[config.mk]
export PLATFORM = sky130hd
export DESIGN_NAME = countdown_timer_ctrl
export DESIGN_NICKNAME = d
export VERILOG_FILES = /design/src/rtl/countdown_timer_ctrl_pkg.sv /design/src/rtl/countdown_timer_ctrl_tick_gen.sv /design/src/rtl/countdown_timer_ctrl.sv
export SDC_FILE = /design/constraint.sdc
export NUM_CORES = 1
export LEC_CHECK = 0
export CAP_MARGIN = 20
export CORE_ASPECT_RATIO = 1.25
export CORE_MARGIN = 2
export CORE_UTILIZATION = 50
export CTS_CLUSTER_DIAMETER = 150
export DETAILED_ROUTE_END_ITERATION = 8
export PLACE_DENSITY = 0.76
export SLEW_MARGIN = 40
export SYNTH_ARGS = -nofsm -noshare
export SYNTH_HDL_FRONTEND = slang
export SYNTH_SLANG_ARGS = --single-unit
[constraint.sdc]
create_clock -name clk -period 5.5 [get_ports clk]
set_clock_uncertainty 0.2 [all_clocks]
set_input_delay 0.825 -clock clk [delete_from_list [all_inputs] [get_ports clk]]
set_output_delay 0.825 -clock clk [all_outputs]
set_load 0.005 [all_outputs]
[src/rtl/countdown_timer_ctrl_pkg.sv]
// Shared definitions for the countdown timer controller: state width and encodings.
package countdown_timer_ctrl_pkg;

  localparam int STATE_W = 2;

  typedef enum logic [STATE_W-1:0] {
    ST_IDLE    = 2'd0,
    ST_RUN     = 2'd1,
    ST_PAUSED  = 2'd2,
    ST_EXPIRED = 2'd3
  } state_e;

endpackage

[src/rtl/countdown_timer_ctrl_tick_gen.sv]
// Prescaler for the countdown timer: emits a one-cycle tick every prescale+1 enabled cycles.
module countdown_timer_ctrl_tick_gen #(
  parameter int PRESCALE_W = 4
) (
  input  logic                  clk,
  input  logic                  rst,
  input  logic                  en,
  input  logic                  clr,
  input  logic [PRESCALE_W-1:0] prescale,
  output logic                  tick
);

  localparam logic [PRESCALE_W-1:0] PRE_ZERO = {PRESCALE_W{1'b0}};
  localparam logic [PRESCALE_W-1:0] PRE_ONE  = {{(PRESCALE_W-1){1'b0}}, 1'b1};

  logic [PRESCALE_W-1:0] pre_r;
  logic                  tick_s;

  // Tick decode; >= keeps a lowered prescale from letting the phase wrap.
  always_comb begin
    tick_s = 1'b0;
    if (en && (pre_r >= prescale)) begin
      tick_s = 1'b1;
    end else begin
      tick_s = 1'b0;
    end
  end

  // Prescaler phase register; held while disabled so a pause keeps the phase.
  always_ff @(posedge clk or posedge rst) begin
    if (rst) begin
      pre_r <= PRE_ZERO;
    end else if (clr) begin
      pre_r <= PRE_ZERO;
    end else if (en) begin
      pre_r <= tick_s ? PRE_ZERO : (pre_r + PRE_ONE);
    end else begin
      pre_r <= pre_r;
    end
  end

  assign tick = tick_s;

endmodule

[src/rtl/countdown_timer_ctrl.sv]
// Countdown timer controller: sequences a WIDTH-bit down counter through load/run/pause/expire
// with one-shot or auto-reload behaviour and a registered one-cycle done pulse.
module countdown_timer_ctrl
  import countdown_timer_ctrl_pkg::*;
#(
  parameter int WIDTH      = 4,
  parameter int PRESCALE_W = 4
) (
  input  logic                  clk,
  input  logic                  rst,
  input  logic                  load,
  input  logic [WIDTH-1:0]      load_val,
  input  logic                  start,
  input  logic                  stop,
  input  logic                  auto_reload,
  input  logic [PRESCALE_W-1:0] prescale,
  output logic [WIDTH-1:0]      count,
  output logic                  done,
  output logic                  busy,
  output logic [STATE_W-1:0]    state
);

  localparam logic [WIDTH-1:0] CNT_ZERO = {WIDTH{1'b0}};
  localparam logic [WIDTH-1:0] CNT_ONE  = {{(WIDTH-1){1'b0}}, 1'b1};

  state_e           state_r;
  state_e           next_state_s;
  logic [WIDTH-1:0] count_r;
  logic [WIDTH-1:0] reload_r;
  logic             done_r;
  logic             tick_s;
  logic             en_s;
  logic             clr_s;
  logic             term_s;
  logic             rearm_ok_s;
  logic             busy_s;
  logic [WIDTH-1:0] eff_count_s;
  logic [WIDTH-1:0] eff_reload_s;

  countdown_timer_ctrl_tick_gen #(
    .PRESCALE_W (PRESCALE_W)
  ) u_tick_gen (
    .clk      (clk),
    .rst      (rst),
    .en       (en_s),
    .clr      (clr_s),
    .prescale (prescale),
    .tick     (tick_s)
  );

  // Shared decode: same-cycle load counts as the effective value; stop overrides load and start.
  always_comb begin
    eff_count_s  = load ? load_val : count_r;
    eff_reload_s = load ? load_val : reload_r;
    en_s         = (state_r == ST_RUN) && !stop;
    term_s       = tick_s && (count_r == CNT_ONE);
    rearm_ok_s   = auto_reload && (reload_r != CNT_ZERO);
    clr_s        = 1'b0;
    if (!stop && start) begin
      if (state_r == ST_IDLE) begin
        clr_s = (eff_count_s != CNT_ZERO);
      end else if (state_r == ST_EXPIRED) begin
        clr_s = (eff_reload_s != CNT_ZERO);
      end else begin
        clr_s = 1'b0;
      end
    end else begin
      clr_s = 1'b0;
    end
  end

  // State register.
  always_ff @(posedge clk or posedge rst) begin
    if (rst) begin
      state_r <= ST_IDLE;
    end else begin
      state_r <= next_state_s;
    end
  end

  // Next-state logic.
  always_comb begin
    next_state_s = state_r;
    case (state_r)
      ST_IDLE: begin
        if (!stop && start && (eff_count_s != CNT_ZERO)) next_state_s = ST_RUN;
        else                                             next_state_s = ST_IDLE;
      end
      ST_RUN: begin
        if (stop)                       next_state_s = ST_PAUSED;
        else if (term_s && !rearm_ok_s) next_state_s = ST_EXPIRED;
        else                            next_state_s = ST_RUN;
      end
      ST_PAUSED: begin
        if (stop)                                         next_state_s = ST_IDLE;
        else if (start && (eff_count_s != CNT_ZERO))      next_state_s = ST_RUN;
        else                                              next_state_s = ST_PAUSED;
      end
      ST_EXPIRED: begin
        if (stop)                                         next_state_s = ST_IDLE;
        else if (start && (eff_reload_s != CNT_ZERO))     next_state_s = ST_RUN;
        else                                              next_state_s = ST_EXPIRED;
      end
      default: next_state_s = ST_IDLE;
    endcase
  end

  // Output decode straight from the state register.
  always_comb begin
    busy_s = 1'b0;
    if (state_r == ST_RUN) busy_s = 1'b1;
    else                   busy_s = 1'b0;
  end

  // Counter, reload register and done pulse.
  always_ff @(posedge clk or posedge rst) begin
    if (rst) begin
      count_r  <= CNT_ZERO;
      reload_r <= CNT_ZERO;
      done_r   <= 1'b0;
    end else begin
      done_r <= term_s;
      if (!stop && load) reload_r <= load_val;
      else               reload_r <= reload_r;
      case (state_r)
        ST_IDLE, ST_PAUSED: begin
          if (!stop && load) count_r <= load_val;
          else               count_r <= count_r;
        end
        ST_RUN: begin
          if (term_s)      count_r <= rearm_ok_s ? reload_r : CNT_ZERO;
          else if (tick_s) count_r <= count_r - CNT_ONE;
          else             count_r <= count_r;
        end
        ST_EXPIRED: begin
          if (clr_s)              count_r <= eff_reload_s;
          else if (!stop && load) count_r <= load_val;
          else                    count_r <= count_r;
        end
        default: count_r <= count_r;
      endcase
    end
  end

  assign count = count_r;
  assign done  = done_r;
  assign busy  = busy_s;
  assign state = state_r;

endmodule

==> results.toml, run 1 <==
[sta]
post-route-period-util_pct = 52.3
rsz0062_at_grt = "no"
min_period_ns = 2.87
final.setup.tns_ns = 0
hold_violations = 0
max_freq_mhz = 348
worst_slew_pin_slew_ns = 0.604
timing.slew.headroom_pct = 59.7
slew_viol_final = 0
setup_viol = 0

[worst_setup_path]
criticalPathCategory = "flip-flop to output pin"
path_buf_inv = 2
slowest_stage = "dfrtp_1"
cp-end-kind = "output pin"
cp_max_fo = 15
worst_setup_path_start_kind = "flip-flop"
cpLargestDelayFamily = "buffers and inverters"
worst_ep_required_time_ns = 4.47
arrival_ns = 1.85
worstPathCellList = "nand2b_1, inv_1, clkdlybuf4s50_1"
max_stage_delay_ns = 0.63
rrSetupSlack_ns = 3.36

[final_layout]
area_delta_synth_final_pct = 19.5
final_cell_area_um2 = 1490
diodes = 0
drive_gt1_share_pct = 11.7
finalNetCount = 185
num-fill-cells = 222

[synth]
synth-seq-cells = 15
synth.distinct_cells = 47
synth_edf_count = 0
yosys.area.top_type = "dfrtp_1"
syn_avg_cell_area_um2 = 8.71
syn_nets = 164
ys_seq_area_share_pct = 30.1
yosys_warnings = 0
syn-cell-area_um2 = 1250
async_reset_ff_share_pct = 100
synth_top_area_share_pct = 30.1
syn_inst = 143
synth_area_leaders = "dfrtp_1, ha_1, nand2_1"
synth.most_common_cell = "nand2_1"
synth_ff_type = "dfrtp_1"
synth_common_cells = "nand2_1, dfrtp_1, nor2_1, inv_1, o21ai_0"

[clocking]
root_buffer = "clkbuf_4"
cts_buffer_depth = 2
clock_sinks = 15
cts_tree = "done"
path_clk_slew_ns = 0.09
htree_levels = 1
post_cts_resized = 0
hold_buffers = 0
clk_latency_ns = 0.29
post_cts_buffers = 0
cts_made_buffers = 3

[power]
p_leak_nw = 0.653
seqPwrFrac_pct = 40.5
pwr_density_cell_nw_per_um2 = 293
irDropWorstVdd_mv = 0.195
switching_share_pct = 37.8
power_frac_comb_pct = 44.5
p_int_mw = 0.271
netSwitchingPower_mw = 0.165
pwr-share-clk_pct = 15.0

[grt]
grt_start_max_net_pins = 16
grt.overflow.total = 0
groute.usage.overall_pct = 22.8
grt_pass1_vias = 1123
antenna_found_initial = 0
grt_pass1_wl_um = 5130

[drt]
drc_errors = 0
firstDrtPassIters = 4
wl_per_cell_um = 15.4
via_per_inst = 5.69
antenna_left = 0
drt-total-wl_um = 3020
dr_total_vias = 1116
drtIter0Drc = 55

[place]
gp_congestion = 0.939
placedInstanceArea_um2 = 1460
port_buffers = 21
hpwl_um = 2400

[die]
die_area_um2 = 2910
initial_core_util_pct = 51.9
ios = 22
die_h_um = 59.8
core_um2 = 2400
rows = 20
die_x_um = 48.7

[status]
status = "complete, no violations"

[job]
drv_cap = 0

[min_path]
hold_path.class = "flip-flop to flip-flop"
flip-flops by register name, indices dropped and copies added (netlist names):
signal            count
u_tick_gen.pre_r      4
state                 2
reload_r              4
count                 4
done                  1
cells by family after synthesis:
| kind of cell | count (synthesis) | share of synthesized area, % |
|---|---|---|
| adders and majority gates | 7 | 7.03 |
| muxes | 8 | 7.03 |
| xor gates and xnor gates | 4 | 2.81 |
| AOI/OAI and AO/OA | 34 | 18.9 |
| buffers and inverters | 15 | 5.82 |
| DFF | 15 | 30.1 |
| and+or+nand+nor | 60 | 28.3 |
cells in the final DEF (no fill, tap or decap), drive strengths merged, types with 5 or more instances in the layout:
cell           count
inv               10
mux2i              5
dfrtp             15
nand2             21
ha                 7
nor2              12
a21oi              6
clkdlybuf4s50     21
o21ai             11
metrics by stage:
step           hold slack (ns)  std cells  utilization, %  setup WS, ns  total power, mW
6_report                 0.349        196            62.0          2.63            0.436
5_1_grt                  0.405        196            62.0          2.55            0.470
4_1_cts                  0.354        196            62.0          2.64            0.437
3_5_place_dp             0.332        192            60.9          2.43            0.371
3_3_place_gp             0.324        192            60.9          2.42            0.367
2_1_floorplan            0.282        143               -          3.17            0.298
layer usage:
metal	part of all wire, %	up-vias	track usage (%)
met5	0	-	0
met3	5.3	11	3.00
li1	-	544	-
met2	52	48	43.8
met4	2.8	0	8.98
met1	40	513	25.7
power by group through the flow:
stage / registers [mW] / logic (mW) / clock network, mW
global placement: 0.177 / 0.190 / 0
detailed placement: 0.178 / 0.193 / 0
floorplan: 0.163 / 0.134 / 0
CTS: 0.175 / 0.195 / 0.0665
finish: 0.176 / 0.194 / 0.0654
global route: 0.180 / 0.218 / 0.0715
final cells by class:
cell class | count | area [um^2] | area share [%]
Clock buffer | 4 | 26.3 | 1.76
Inverter | 10 | 37.5 | 2.52
Multi-Input combinational cell | 113 | 798 | 53.6
Sequential cell | 15 | 375 | 25.2
Tap cell | 33 | 41.3 | 2.77
Timing Repair Buffer | 21 | 210 | 14.1
worst paths after layout:
kind | startpoint | endpoint | cells after the start
min reg2reg | reload_r[3] | reload_r[3] | 2
min in group asynchronous | rst | done | 2
max in group asynchronous | rst | reload_r[3] | 2
max | state[0] | busy | 3
min | reload_r[3] | reload_r[3] | 2
max reg2reg | state[0] | count[0] | 5
worst reg2reg max path, cell delays in order (launching register included):
cell and delay [ns]:
dfrtp_1 0.63, nor3b_4 0.38, and3_4 0.27, mux2i_1 0.22, o221ai_1 0.16, a2bb2oi_1 0.19
Power figures use the tool's default switching activity.
==> run 2: changes to the inputs <==
--- a/config.mk
+++ b/config.mk
@@ -8,10 +8,10 @@
 export CAP_MARGIN = 20
 export CORE_ASPECT_RATIO = 1.25
 export CORE_MARGIN = 2
-export CORE_UTILIZATION = 50
+export CORE_UTILIZATION = 47
 export CTS_CLUSTER_DIAMETER = 150
 export DETAILED_ROUTE_END_ITERATION = 8
-export PLACE_DENSITY = 0.76
+export PLACE_DENSITY = 0.75
 export SLEW_MARGIN = 40
 export SYNTH_ARGS = -nofsm -noshare
 export SYNTH_HDL_FRONTEND = slang
==> constraint.sdc (replaced) <==
create_clock -name clk -period 2.55 [get_ports clk]
set_clock_uncertainty 0.2 [all_clocks]
set_input_delay 0.3825 -clock clk [delete_from_list [all_inputs] [get_ports clk]]
set_output_delay 0.3825 -clock clk [all_outputs]
set_load 0.005 [all_outputs]
==> results.toml, run 2 (synthesis results as in run 1) <==
[final_layout]
finalNetCount = 193
drive_gt1_share_pct = 15.8
layout.cells.most_common_list = "nand2_1, clkdlybuf4s50_1, dfrtp_1, nor2_1, inv_1"
diodes = 0
area_delta_synth_final_pct = 24.3

[grt]
grt.overflow.total = 0
groute.usage.overall_pct = 21.1
grt_start_max_net_pins = 16
grt_pass1_wl_um = 4910
grt_pass1_vias = 1100
antenna_found_initial = 0

[status]
status = "complete, no violations"

[sta]
rsz0062_at_grt = "no"
setup_viol = 0
timing.slew.headroom_pct = 60.5
post-route-period-util_pct = 94.3
max_freq_mhz = 416
worst_slew_pin_slew_ns = 0.592
hold_violations = 0
timing.hold.ws_ns = 0.242
min_period_ns = 2.40
slew_viol_final = 0
layout_setup_ws_ns = 0.146

[drt]
drt-total-wl_um = 2940
drc_errors = 0
drtIter0Drc = 35
firstDrtPassIters = 4
wl_per_cell_um = 14.4
via_per_inst = 5.75
antenna_left = 0
dr_total_vias = 1174

[clocking]
post_cts_buffers = 0
cts_tree = "done"
cts_made_buffers = 3
hold_buffers = 0
cts_buffer_depth = 2
post_cts_resized = 0
clock_sinks = 15
clk_latency_ns = 0.29
htree_levels = 1
root_buffer = "clkbuf_4"
path_clk_slew_ns = 0.09

[die]
ios = 22
die_area_um2 = 3080
initial_core_util_pct = 50.3
die_x_um = 50.1
rows = 20
die_h_um = 61.6
core_um2 = 2480

[worst_setup_path]
r2r_end = "count[2]"
crit_start = "state[0]"
criticalPathCategory = "flip-flop to output pin"
worst_setup_path_start_kind = "flip-flop"
r2r_cells = 6
cp-end-kind = "output pin"
r2r_start = "u_tick_gen.pre_r[1]"
cp_max_fo = 15
crit_end = "busy"
arrival_ns = 1.82
worst_ep_required_time_ns = 1.97
rrSetupSlack_ns = 0.42

[place]
gp_congestion = 0.915
hpwl_um = 2330
port_buffers = 21
dp_slack_ns = -0.0362

[min_path]
hold_path.class = "primary input to asynchronous set/reset pin"

[job]
drv_cap = 0

[power]
pwr_density_cell_nw_per_um2 = 614
p_leak_nw = 0.691
irDropWorstVdd_mv = 0.314
==> run 2: cell types whose count changed in the layout (fill, tap and decap cells not counted), sizes merged <==
cell,change
buf,+8
==> run 2: worst min path at each step <==
stage	depth (start not counted)	slack (ns)	end	from
4_1_cts	2	0.26	count[3]	rst
5_1_grt	2	0.30	count[3]	rst
2_1_floorplan	1	0.08	count[0]	rst
3_3_place_gp	2	0.31	reload_r[0]	reload_r[0]
6_report	2	0.24	done	rst
3_5_place_dp	2	0.32	reload_r[2]	reload_r[2]
==> run 2: area by class of cell <==
cell class                 instances  area, um^2
multi-input combinational        113         798
fill                             211         928
inverter                          10        37.5
tap                               33        41.3
sequential                        15         375
clock buffer                       4        26.3
timing repair buffer              29         270
==> run 2: per-layer routing <==
layer / track usage (%) / wire length [um]
met2: 37.6 / 1470
met5: 0 / 0
met3: 3.88 / 126
met4: 9.92 / 82
met1: 24.8 / 1260
==> run 2: critical path, cell delays in order (launching register included) <==
cell and delay [ns]:
dfrtp_1 0.61, nand2b_1 0.19, inv_1 0.20, clkdlybuf4s50_1 0.53
==> run 2: per-stage QoR <==
| stage | cells | utilization [%] | TNS [ns] | instance area, um^2 | power, mW |
|---|---|---|---|---|---|
| after floorplan | 143 | - | 0 | 1250 | 0.642 |
| after global placement | 200 | 61.5 | -0.0179 | 1520 | 0.793 |
| after detailed placement | 200 | 61.5 | -0.0362 | 1520 | 0.813 |
| after CTS | 204 | 62.5 | 0 | 1550 | 0.954 |
| after global routing | 204 | 62.5 | 0 | 1550 | 1.03 |
| final | 204 | 62.5 | 0 | 1550 | 0.951 |
==> run 2: power by group <==
part	internal, mW	total, mW	switching (mW)
clock	0.0610	0.142	0.0808
combinational	0.242	0.430	0.188
sequential	0.293	0.379	0.0863
